<file path="config.mk">
export PLATFORM = sky130hd
export DESIGN_NAME = sys_cmd_ctrl_flat
export DESIGN_NICKNAME = d
export VERILOG_FILES = /design/src/rtl/sys_cmd_ctrl_if.sv /design/src/rtl/sys_cmd_ctrl.sv /design/src/flat_wrapper.sv
export SDC_FILE = /design/constraint.sdc
export NUM_CORES = 1
export LEC_CHECK = 0
export CAP_MARGIN = 20
export CORE_AREA = 2 2 102 95
export DETAILED_ROUTE_END_ITERATION = 8
export DIE_AREA = 0 0 104 97
export GPL_TIMING_DRIVEN = 1
export SLEW_MARGIN = 15
export SYNTH_ARGS = -nofsm -noshare
export SYNTH_HDL_FRONTEND = slang
export SYNTH_SLANG_ARGS = --single-unit
</file>
<file path="constraint.sdc">
create_clock -name clk -period 5.02 [get_ports clk]
set_input_delay 0.502 -clock clk [delete_from_list [all_inputs] [get_ports clk]]
set_output_delay 0.502 -clock clk [all_outputs]
set_load 0.01 [all_outputs]
</file>
<file path="src/rtl/sys_cmd_ctrl_if.sv">
// sys_cmd_ctrl_if: byte-stream, register-file, ALU and TX FIFO signals around the command controller
// master: controller side (drives strobes, addr/data, tx bytes, status)
// slave : peer side (drives rx bytes, read data, ALU result, fifo_full)
interface sys_cmd_ctrl_if #(
  parameter int DW = 8,
  parameter int AW = 4,
  parameter int FW = 4,
  parameter int RES_BYTES = 2
);
  logic [DW-1:0] rx_p_data;
  logic rx_d_valid;
  logic [DW-1:0] rd_data;
  logic rd_d_valid;
  logic [RES_BYTES*DW-1:0] alu_out;
  logic alu_out_valid;
  logic fifo_full;
  logic wr_en;
  logic rd_en;
  logic [AW-1:0] addr;
  logic [DW-1:0] wr_data;
  logic alu_en;
  logic [FW-1:0] alu_func;
  logic clk_gate_en;
  logic clk_div_en;
  logic [DW-1:0] tx_p_data;
  logic tx_d_valid;
  logic frame_err;
  logic busy;
  modport master (
    input rx_p_data, rx_d_valid, rd_data, rd_d_valid, alu_out, alu_out_valid, fifo_full,
    output wr_en, rd_en, addr, wr_data, alu_en, alu_func, clk_gate_en, clk_div_en,
    output tx_p_data, tx_d_valid, frame_err, busy
  );
  modport slave (
    output rx_p_data, rx_d_valid, rd_data, rd_d_valid, alu_out, alu_out_valid, fifo_full,
    input wr_en, rd_en, addr, wr_data, alu_en, alu_func, clk_gate_en, clk_div_en,
    input tx_p_data, tx_d_valid, frame_err, busy
  );
endinterface

</file>
<file path="src/rtl/sys_cmd_ctrl.sv">
// sys_cmd_ctrl: decodes UART command frames into register/ALU operations and streams results to TX
// clk, rst (async, active-low); bus (master modport): rx bytes in, register strobes, ALU control,
// TX FIFO bytes out, frame_err pulse, busy status. Every bus output is registered.
module sys_cmd_ctrl #(
  parameter int DW = 8,
  parameter int AW = 4,
  parameter int FW = 4,
  parameter int RES_BYTES = 2,
  parameter int OPA_ADDR = 0,
  parameter int OPB_ADDR = 1,
  parameter int TO_CYCLES = 255
) (
  input logic clk,
  input logic rst,
  sys_cmd_ctrl_if.master bus
);
  localparam int CW = $clog2(TO_CYCLES + 1);
  localparam logic [DW-1:0] OP_RW = DW'(8'hAA);
  localparam logic [DW-1:0] OP_RR = DW'(8'hBB);
  localparam logic [DW-1:0] OP_ALU = DW'(8'hCC);
  localparam logic [DW-1:0] OP_FN = DW'(8'hDD);
  typedef enum logic [3:0] {
    IDLE, RW_ADDR, RW_DATA, RR_ADDR, RR_WAIT, ALU_A, ALU_B, ALU_FUNC, ALU_WAIT, TX
  } state_t;
  state_t state, nxt;
  logic [RES_BYTES*DW-1:0] res;
  logic [2:0] nbytes;
  logic [1:0] k;
  logic [CW-1:0] cnt;
  logic rx_st, timed, ev, tmo, ovr, bad_op, send, last, alu_op;
  logic d_wr_en, d_rd_en, d_alu_en, d_gate, d_err;
  logic [AW-1:0] d_addr;
  logic [DW-1:0] d_wr_data, d_tx_data;
  logic [FW-1:0] d_alu_func;
  assign rx_st = state inside {RW_ADDR, RW_DATA, RR_ADDR, ALU_A, ALU_B, ALU_FUNC};
  assign timed = rx_st || state inside {RR_WAIT, ALU_WAIT};
  // any event that keeps the current frame alive; overrun bytes in wait states are not one
  assign ev = (rx_st && bus.rx_d_valid) || (state == RR_WAIT && bus.rd_d_valid) ||
              (state == ALU_WAIT && bus.alu_out_valid);
  assign tmo = timed && !ev && cnt == CW'(TO_CYCLES - 1);
  assign ovr = bus.rx_d_valid && state inside {RR_WAIT, ALU_WAIT, TX};
  assign alu_op = bus.rx_p_data == OP_ALU || bus.rx_p_data == OP_FN;
  assign bad_op = state == IDLE && bus.rx_d_valid &&
                  !(bus.rx_p_data inside {OP_RW, OP_RR, OP_ALU, OP_FN});
  assign send = state == TX && !bus.fifo_full;
  assign last = {1'b0, k} == nbytes - 3'd1;
  assign bus.clk_div_en = 1'b1;
  always_ff @(posedge clk or negedge rst)
    if (!rst) begin
      state <= IDLE;
      res <= '0;
      nbytes <= '0;
      k <= '0;
      cnt <= '0;
      bus.wr_en <= 1'b0;
      bus.rd_en <= 1'b0;
      bus.addr <= '0;
      bus.wr_data <= '0;
      bus.alu_en <= 1'b0;
      bus.alu_func <= '0;
      bus.clk_gate_en <= 1'b0;
      bus.tx_p_data <= '0;
      bus.tx_d_valid <= 1'b0;
      bus.frame_err <= 1'b0;
      bus.busy <= 1'b0;
    end else begin
      state <= nxt;
      res <= state == RR_WAIT && bus.rd_d_valid ? (RES_BYTES*DW)'(bus.rd_data) :
             state == ALU_WAIT && bus.alu_out_valid ? bus.alu_out : res;
      nbytes <= state == RR_WAIT && bus.rd_d_valid ? 3'd1 :
                state == ALU_WAIT && bus.alu_out_valid ? 3'(RES_BYTES) : nbytes;
      k <= send ? k + 2'd1 : state == TX ? k : 2'd0;
      cnt <= !timed || ev || tmo ? '0 : cnt + CW'(1);
      bus.wr_en <= d_wr_en;
      bus.rd_en <= d_rd_en;
      bus.addr <= d_addr;
      bus.wr_data <= d_wr_data;
      bus.alu_en <= d_alu_en;
      bus.alu_func <= d_alu_func;
      bus.clk_gate_en <= d_gate;
      bus.tx_p_data <= d_tx_data;
      bus.tx_d_valid <= send;
      bus.frame_err <= d_err;
      bus.busy <= nxt != IDLE;
    end
  always_comb begin
    nxt = state;
    if (tmo) nxt = IDLE;
    else
      case (state)
        IDLE: if (bus.rx_d_valid) nxt = bus.rx_p_data == OP_RW ? RW_ADDR :
                                        bus.rx_p_data == OP_RR ? RR_ADDR :
                                        bus.rx_p_data == OP_ALU ? ALU_A :
                                        bus.rx_p_data == OP_FN ? ALU_FUNC : IDLE;
        RW_ADDR: if (bus.rx_d_valid) nxt = RW_DATA;
        RW_DATA: if (bus.rx_d_valid) nxt = IDLE;
        RR_ADDR: if (bus.rx_d_valid) nxt = RR_WAIT;
        RR_WAIT: if (bus.rd_d_valid) nxt = TX;
        ALU_A: if (bus.rx_d_valid) nxt = ALU_B;
        ALU_B: if (bus.rx_d_valid) nxt = ALU_FUNC;
        ALU_FUNC: if (bus.rx_d_valid) nxt = ALU_WAIT;
        ALU_WAIT: if (bus.alu_out_valid) nxt = TX;
        TX: if (send && last) nxt = IDLE;
        default: nxt = IDLE;
      endcase
  end
  always_comb begin
    d_wr_en = bus.rx_d_valid && state inside {RW_DATA, ALU_A, ALU_B};
    d_rd_en = bus.rx_d_valid && state == RR_ADDR;
    d_alu_en = bus.rx_d_valid && state == ALU_FUNC;
    d_addr = !bus.rx_d_valid ? bus.addr :
             state inside {RW_ADDR, RR_ADDR} ? bus.rx_p_data[AW-1:0] :
             state == ALU_A ? AW'(OPA_ADDR) :
             state == ALU_B ? AW'(OPB_ADDR) : bus.addr;
    d_wr_data = d_wr_en ? bus.rx_p_data : bus.wr_data;
    d_alu_func = d_alu_en ? bus.rx_p_data[FW-1:0] : bus.alu_func;
    d_gate = state == IDLE && bus.rx_d_valid && alu_op ? 1'b1 :
             tmo || (state == ALU_WAIT && bus.alu_out_valid) ? 1'b0 : bus.clk_gate_en;
    d_err = bad_op || tmo || ovr;
    d_tx_data = send ? res[k*DW +: DW] : bus.tx_p_data;
  end
endmodule
</file>
<file path="src/flat_wrapper.sv">
// flat-port wrapper written by rule: the top's interface ports become plain ports
module sys_cmd_ctrl_flat 
#(
  parameter int DW = 8,
  parameter int AW = 4,
  parameter int FW = 4,
  parameter int RES_BYTES = 2,
  parameter int OPA_ADDR = 0,
  parameter int OPB_ADDR = 1,
  parameter int TO_CYCLES = 255
)
  (clk, rst, bus_rx_p_data, bus_rx_d_valid, bus_rd_data, bus_rd_d_valid, bus_alu_out, bus_alu_out_valid, bus_fifo_full, bus_wr_en, bus_rd_en, bus_addr, bus_wr_data, bus_alu_en, bus_alu_func, bus_clk_gate_en, bus_clk_div_en, bus_tx_p_data, bus_tx_d_valid, bus_frame_err, bus_busy);
  sys_cmd_ctrl_if #(.DW(DW), .AW(AW), .FW(FW), .RES_BYTES(RES_BYTES)) bus_i ();
  input logic clk;
  input logic rst;
  input wire logic [$bits(bus_i.rx_p_data)-1:0] bus_rx_p_data;
  input wire logic [$bits(bus_i.rx_d_valid)-1:0] bus_rx_d_valid;
  input wire logic [$bits(bus_i.rd_data)-1:0] bus_rd_data;
  input wire logic [$bits(bus_i.rd_d_valid)-1:0] bus_rd_d_valid;
  input wire logic [$bits(bus_i.alu_out)-1:0] bus_alu_out;
  input wire logic [$bits(bus_i.alu_out_valid)-1:0] bus_alu_out_valid;
  input wire logic [$bits(bus_i.fifo_full)-1:0] bus_fifo_full;
  output wire logic [$bits(bus_i.wr_en)-1:0] bus_wr_en;
  output wire logic [$bits(bus_i.rd_en)-1:0] bus_rd_en;
  output wire logic [$bits(bus_i.addr)-1:0] bus_addr;
  output wire logic [$bits(bus_i.wr_data)-1:0] bus_wr_data;
  output wire logic [$bits(bus_i.alu_en)-1:0] bus_alu_en;
  output wire logic [$bits(bus_i.alu_func)-1:0] bus_alu_func;
  output wire logic [$bits(bus_i.clk_gate_en)-1:0] bus_clk_gate_en;
  output wire logic [$bits(bus_i.clk_div_en)-1:0] bus_clk_div_en;
  output wire logic [$bits(bus_i.tx_p_data)-1:0] bus_tx_p_data;
  output wire logic [$bits(bus_i.tx_d_valid)-1:0] bus_tx_d_valid;
  output wire logic [$bits(bus_i.frame_err)-1:0] bus_frame_err;
  output wire logic [$bits(bus_i.busy)-1:0] bus_busy;
  assign bus_i.rx_p_data = bus_rx_p_data;
  assign bus_i.rx_d_valid = bus_rx_d_valid;
  assign bus_i.rd_data = bus_rd_data;
  assign bus_i.rd_d_valid = bus_rd_d_valid;
  assign bus_i.alu_out = bus_alu_out;
  assign bus_i.alu_out_valid = bus_alu_out_valid;
  assign bus_i.fifo_full = bus_fifo_full;
  assign bus_wr_en = bus_i.wr_en;
  assign bus_rd_en = bus_i.rd_en;
  assign bus_addr = bus_i.addr;
  assign bus_wr_data = bus_i.wr_data;
  assign bus_alu_en = bus_i.alu_en;
  assign bus_alu_func = bus_i.alu_func;
  assign bus_clk_gate_en = bus_i.clk_gate_en;
  assign bus_clk_div_en = bus_i.clk_div_en;
  assign bus_tx_p_data = bus_i.tx_p_data;
  assign bus_tx_d_valid = bus_i.tx_d_valid;
  assign bus_frame_err = bus_i.frame_err;
  assign bus_busy = bus_i.busy;
  sys_cmd_ctrl #(.DW(DW), .AW(AW), .FW(FW), .RES_BYTES(RES_BYTES), .OPA_ADDR(OPA_ADDR), .OPB_ADDR(OPB_ADDR), .TO_CYCLES(TO_CYCLES)) u_core (.clk(clk), .rst(rst), .bus(bus_i));
endmodule
</file>
# Word level (Yosys, flattened, before mapping)
# Index checks and enable logic that the tools add are counted.
[op_classes]
addsub = 3
n_eq_ne = 16
shifts = 1
mux = 28
reduce_logical = 39
[op_table]
columns = ["cell", "count"]
rows = [
  ["two-way mux 4 bit", 17],
  ["== test 8 bit (second input constant)", 5],
  ["case mux 4 bit (10 select lines)", 1],
  ["two-way mux 16 bit", 2],
  ["== test 4 x 3 -> 1 bit (second input constant)", 4],
  ["indexed part select 16 x 6 -> 8 bit", 1],
  ["logical AND 1 bit", 14],
  ["logical OR 1 bit", 9],
  ["two-way mux 3 bit", 3],
  ["nonzero test 3 bit", 3],
  ["adder 8 x 1 -> 8 bit (second input constant)", 1],
  ["== test 4 x 2 -> 1 bit (second input constant)", 2],
  ["== test 4 bit (second input constant)", 2],
  ["two-way mux 8 bit", 1],
  ["nonzero test 2 bit", 4],
  ["nonzero test 4 bit", 2],
  ["nonzero test 6 bit", 1],
  ["== test 4 x 1 -> 1 bit (second input constant)", 1],
  ["logical NOT 1 bit", 4],
  ["logical NOT 4 bit", 1],
  ["two-way mux 2 bit", 2],
  ["== test 2 x 3 -> 1 bit", 1],
  ["subtractor 3 x 1 -> 3 bit (second input constant)", 1],
  ["adder 2 x 1 -> 2 bit (second input constant)", 1],
  ["3 further kinds", 4],
]
[word_totals]
regBits = 64
output_inout_bits = 32
elab_cells = 103

# Logic depth before layout (Yosys ltp)
[depth]
depth_word = 11
mapped_depth = 6
ltp_nobuf = 6

# Worst setup path after synthesis
# Ideal clock, no wire load.
[synth_path]
path_kind = "register to register"
from = "register u_core.nbytes[0]"
to = "register u_core.bus.busy"
t_arrival_ns = 1.435
path_slack_ns = 3.441
stages_incl_launch_ff = 7
n_path_buf = 0
synth_period_minus_slack_ns = 1.579
cell_sequence = "dfrtp_1 > inv_1 > ha_1 > xor2_1 > a31oi_1 > a2111oi_2 > a41oi_2"
[synth_via]
elab_chain_cells = 7
[synth_lines]
columns = ["element", "line", "text"]
rows = [
  ["start: declaration", "sys_cmd_ctrl.sv:27", "logic [2:0] nbytes;"],
  ["start signal: assignment", "sys_cmd_ctrl.sv:70", "nbytes <= state == RR_WAIT && bus.rd_d_valid ? 3'd1 :"],
  ["subtractor 3 x 1 -> 3 bit", "sys_cmd_ctrl.sv:46", "assign last = {1'b0, k} == nbytes - 3'd1;"],
  ["== test 2 x 3 -> 1 bit", "sys_cmd_ctrl.sv:46", ""],
  ["logical AND 1 bit", "sys_cmd_ctrl.sv:103", "TX: if (send && last) nxt = IDLE;"],
  ["two-way mux 4 bit", "sys_cmd_ctrl.sv:103", ""],
  ["case mux 4 bit (10 select lines)", "sys_cmd_ctrl.sv:90", "case (state)"],
  ["two-way mux 4 bit", "sys_cmd_ctrl.sv:88", "if (tmo) nxt = IDLE;"],
  ["nonzero test 4 bit", "sys_cmd_ctrl.sv:84", "bus.busy <= nxt != IDLE;"],
  ["end signal: assignment", "sys_cmd_ctrl.sv:65", "bus.busy <= 1'b0;"],
  ["end signal: assignment", "sys_cmd_ctrl.sv:84", ""],
  ["end: declaration", "sys_cmd_ctrl_if.sv:32", "output tx_p_data, tx_d_valid, frame_err, busy"],
]
# Every way passes these cells.
# A chain may end at the register's enable or synchronous reset.

# Worst setup path after layout
[layout_path]
from = "register u_core.state[2]"
to = "register u_core.bus.busy"
[layout_via]
elab_chain_cells = 10
[layout_lines]
columns = ["element", "line", "text"]
rows = [
  ["start: declaration", "sys_cmd_ctrl.sv:25", "state_t state, nxt;"],
  ["start signal: assignment", "sys_cmd_ctrl.sv:67", "state <= nxt;"],
  ["== test 4 x 1 -> 1 bit, or another cell as far along", "sys_cmd_ctrl.sv:35, sys_cmd_ctrl.sv:90", ""],
  ["nonzero test 6 bit", "sys_cmd_ctrl.sv:35", "assign rx_st = state inside {RW_ADDR, RW_DATA, RR_ADDR, ALU_A, ALU_B, ALU_FUNC};"],
  ["logical AND 1 bit", "sys_cmd_ctrl.sv:38", "assign ev = (rx_st && bus.rx_d_valid) || (state == RR_WAIT && bus.rd_d_valid) ||"],
  ["logical OR 1 bit (2 in series)", "sys_cmd_ctrl.sv:38", ""],
  ["logical NOT 1 bit", "sys_cmd_ctrl.sv:40", "assign tmo = timed && !ev && cnt == CW'(TO_CYCLES - 1);"],
  ["logical AND 1 bit (2 in series)", "sys_cmd_ctrl.sv:40", ""],
  ["two-way mux 4 bit *", "sys_cmd_ctrl.sv:88", ""],
  ["nonzero test 4 bit *", "sys_cmd_ctrl.sv:84", ""],
]
# Every way passes the cells marked *; elsewhere a longest branch is shown, timed or not.

==> impl_metrics.py <==
metrics = {
    "finish": {
        "most-common-layout-cells": "clkdlybuf4s50_1, dfrtp_1, nor2_1",
        "final_common_cell": "clkdlybuf4s50_1",
        "num_antenna_cells": 0,
        "drive_above_1_share": 0.1320,
        "nNetsFinal": 392,
        "area_growth_pct": 28.99,
        "finalNonFillerCells": 478,
    },
    "clocking": {
        "cts_buffers": 9,
        "clk_latency_ps": 340,
        "cts_sinks": 63,
        "ctsResizeCount": 0,
        "clk_pin_slew_worst_paths_ps": 70,
        "htreeDepth": 3,
        "cts.path.max_buffers": 2,
        "ctsHoldBuffers": 0,
        "cts_tree": "built",
        "post_cts_buffers": 0,
        "cts_root_buf": "clkbuf_8",
    },
    "global_routing": {
        "grt.total_usage": 0.1516,
        "grt_pass1_wl_um": 12110,
        "grt.overflow.total": 0,
        "antenna_found_initial": 0,
        "grt_max_degree": 64,
        "grt_pass1_vias": 2329,
    },
    "synthesis": {
        "syn_area_per_cell_um2": 10.74,
        "synth-edff-count": 0,
        "synth_nets": 328,
        "synth-async-reset-ratio": 1.000,
        "ys_types": 54,
        "yosys_warnings": 0,
        "syn_area_um2": 3082,
        "ys_seq_elements": 63,
        "ys.flop_type": "dfrtp_1",
        "ys_seq_area_frac": 0.5116,
        "synth_cells": 287,
    },
    "worst_setup_path": {
        "required_ps": 5280,
        "r2r_slack_ps": 2960,
        "cp_max_fo": 21,
        "critPathKind": "reg -> reg",
        "cp.arrival_ps": 2310,
        "end_kind": "register",
        "start_kind": "register",
    },
    "timing": {
        "tightest_slew_ps": 828.7,
        "slew_headroom": 0.4475,
        "finalClockSkew_ps": 3.385,
        "fin_crit_ps": 2055,
        "setup-violations-final": 0,
        "fin_crit_sh": 0.4094,
        "fmax_ghz": 0.4866,
        "finalHoldViolCount": 0,
        "fin_ws_ps": 2965,
        "fin_tns_setup_ps": 0,
        "rsz0062_at_grt": "no",
        "fin_hold_ws_ps": 331.0,
        "drv_slew": 0,
    },
    "floorplanning": {
        "coreArea_um2": 8919,
        "die_h_um": 97,
        "dieArea_um2": 10090,
        "row_count": 33,
        "die_w_um": 104,
        "initial_core_util": 0.3455,
        "io_pins": 70,
    },
    "placed_design": {
        "post-place-ws_ps": 2696,
        "numPortBuffers": 68,
        "gp_congestion": 0.7490,
        "hpwl_um": 4916,
        "place_inst": 462,
    },
    "power_and_ir_drop": {
        "powerDensity_nw_per_um2": 385.9,
        "ir_drop_v": 0.0001643,
        "power.total_mw": 1.534,
        "p_leak_nw": 1.684,
    },
    "route": {
        "wl_per_cell_um": 14.86,
        "drtIter0Drc": 102,
        "drt-pass1-iter-count": 4,
        "ant_nets": 0,
        "vias": 2298,
        "wirelength_um": 7105,
        "drc": 0,
        "via_per_inst": 4.808,
    },
    "worst_hold_path": {
        "hold_class": "in -> async",
    },
    "job": {
        "cap_violations": 0,
    },
    "outcome": {
        "outcome": "completed",
    },
}
[synthesized netlist by cell type (5+ instances only)]
cell type | instances | area share
dfrtp_1 | 63 | 0.51
nor2_1 | 33 | 0.040
nand2_1 | 32 | 0.039
a21oi_1 | 15 | 0.024
mux2_2 | 13 | 0.048
o22ai_1 | 9 | 0.018
mux2i_1 | 8 | 0.026
nand4_1 | 8 | 0.016
xor2_1 | 8 | 0.023
buf_2 | 7 | 0.011
o31ai_1 | 7 | 0.017
nand2b_1 | 6 | 0.012
buf_6 | 5 | 0.018
nor2b_1 | 5 | 0.010
[worst max-delay path, stage by stage, from the launching register on]
cell and delay [ps]:
dfrtp_1 720, nand3b_1 230, nor3_2 620, a211oi_1 170, a41oi_2 240
[report_power, final]
part	switching, mW	internal, mW	total [mW]
Sequential	0.0937	0.614	0.708
Clock	0.191	0.203	0.393
Combinational	0.190	0.243	0.433
Total	0.475	1.06	1.53
[final cells by class]
class / instances / area [um^2]
Inverter: 4 / 15.01
Clock inverter: 4 / 20.02
Tap cell: 122 / 152.6
Multi-Input combinational cell: 204 / 1373
Fill cell: 875 / 4943
Sequential cell: 63 / 1577
Timing Repair Buffer: 69 / 683.2
Clock buffer: 12 / 155.1
[flip-flops by register name, indices dropped and copies added (netlist names)]
name                    flops
u_core.res                 16
u_core.bus.tx_p_data        8
u_core.bus.wr_data          8
u_core.cnt                  8
u_core.bus.addr             4
u_core.bus.alu_func         4
u_core.state                4
u_core.k                    2
u_core.nbytes               2
u_core.bus.alu_en           1
u_core.bus.busy             1
u_core.bus.clk_gate_en      1
u_core.bus.frame_err        1
u_core.bus.rd_en            1
u_core.bus.tx_d_valid       1
u_core.bus.wr_en            1
[cell families (layout without fill, tap and decap cells)]
family / after synthesis / count (layout) / synth area share
simple gates: 115 / 115 / 0.1977
flops: 63 / 63 / 0.5116
compound gates: 53 / 53 / 0.1295
mux: 21 / 21 / 0.07349
buf+inv: 20 / 89 / 0.04303
xor+xnor: 11 / 11 / 0.03127
fa+ha+maj: 3 / 3 / 0.01218
other cells: 1 / 1 / 0.001217
[metrics by stage]
step	utilization	instance area (um^2)
detailed placement	0.4261	3800
global route	0.4457	3975
global placement	0.4261	3800
floorplan	-	3082
finish	0.4457	3975
CTS	0.4457	3975
[worst paths after layout]
kind	from	end	cells past startpoint
setup / recovery	u_core.state[2]$_DFF_PN0_	u_core.bus.busy$_DFF_PN0_	4
max in group asynchronous	rst	u_core.bus.wr_data[2]$_DFFE_PN0P_	2
setup reg to reg	u_core.state[2]$_DFF_PN0_	u_core.bus.busy$_DFF_PN0_	4
hold reg to reg	u_core.bus.tx_p_data[1]$_DFFE_PN0P_	u_core.bus.tx_p_data[1]$_DFFE_PN0P_	2
min in group clk	u_core.bus.tx_p_data[1]$_DFFE_PN0P_	u_core.bus.tx_p_data[1]$_DFFE_PN0P_	2
hold / removal	rst	u_core.bus.tx_p_data[5]$_DFFE_PN0P_	2
[metal layers]
metal,global-route usage,part of all wire
met4,0.04366,0.012
met3,0.04717,0.032
met2,0.2409,0.48
met1,0.1995,0.47
met5,0,0
Note: power is estimated with default switching activity, not from simulation.
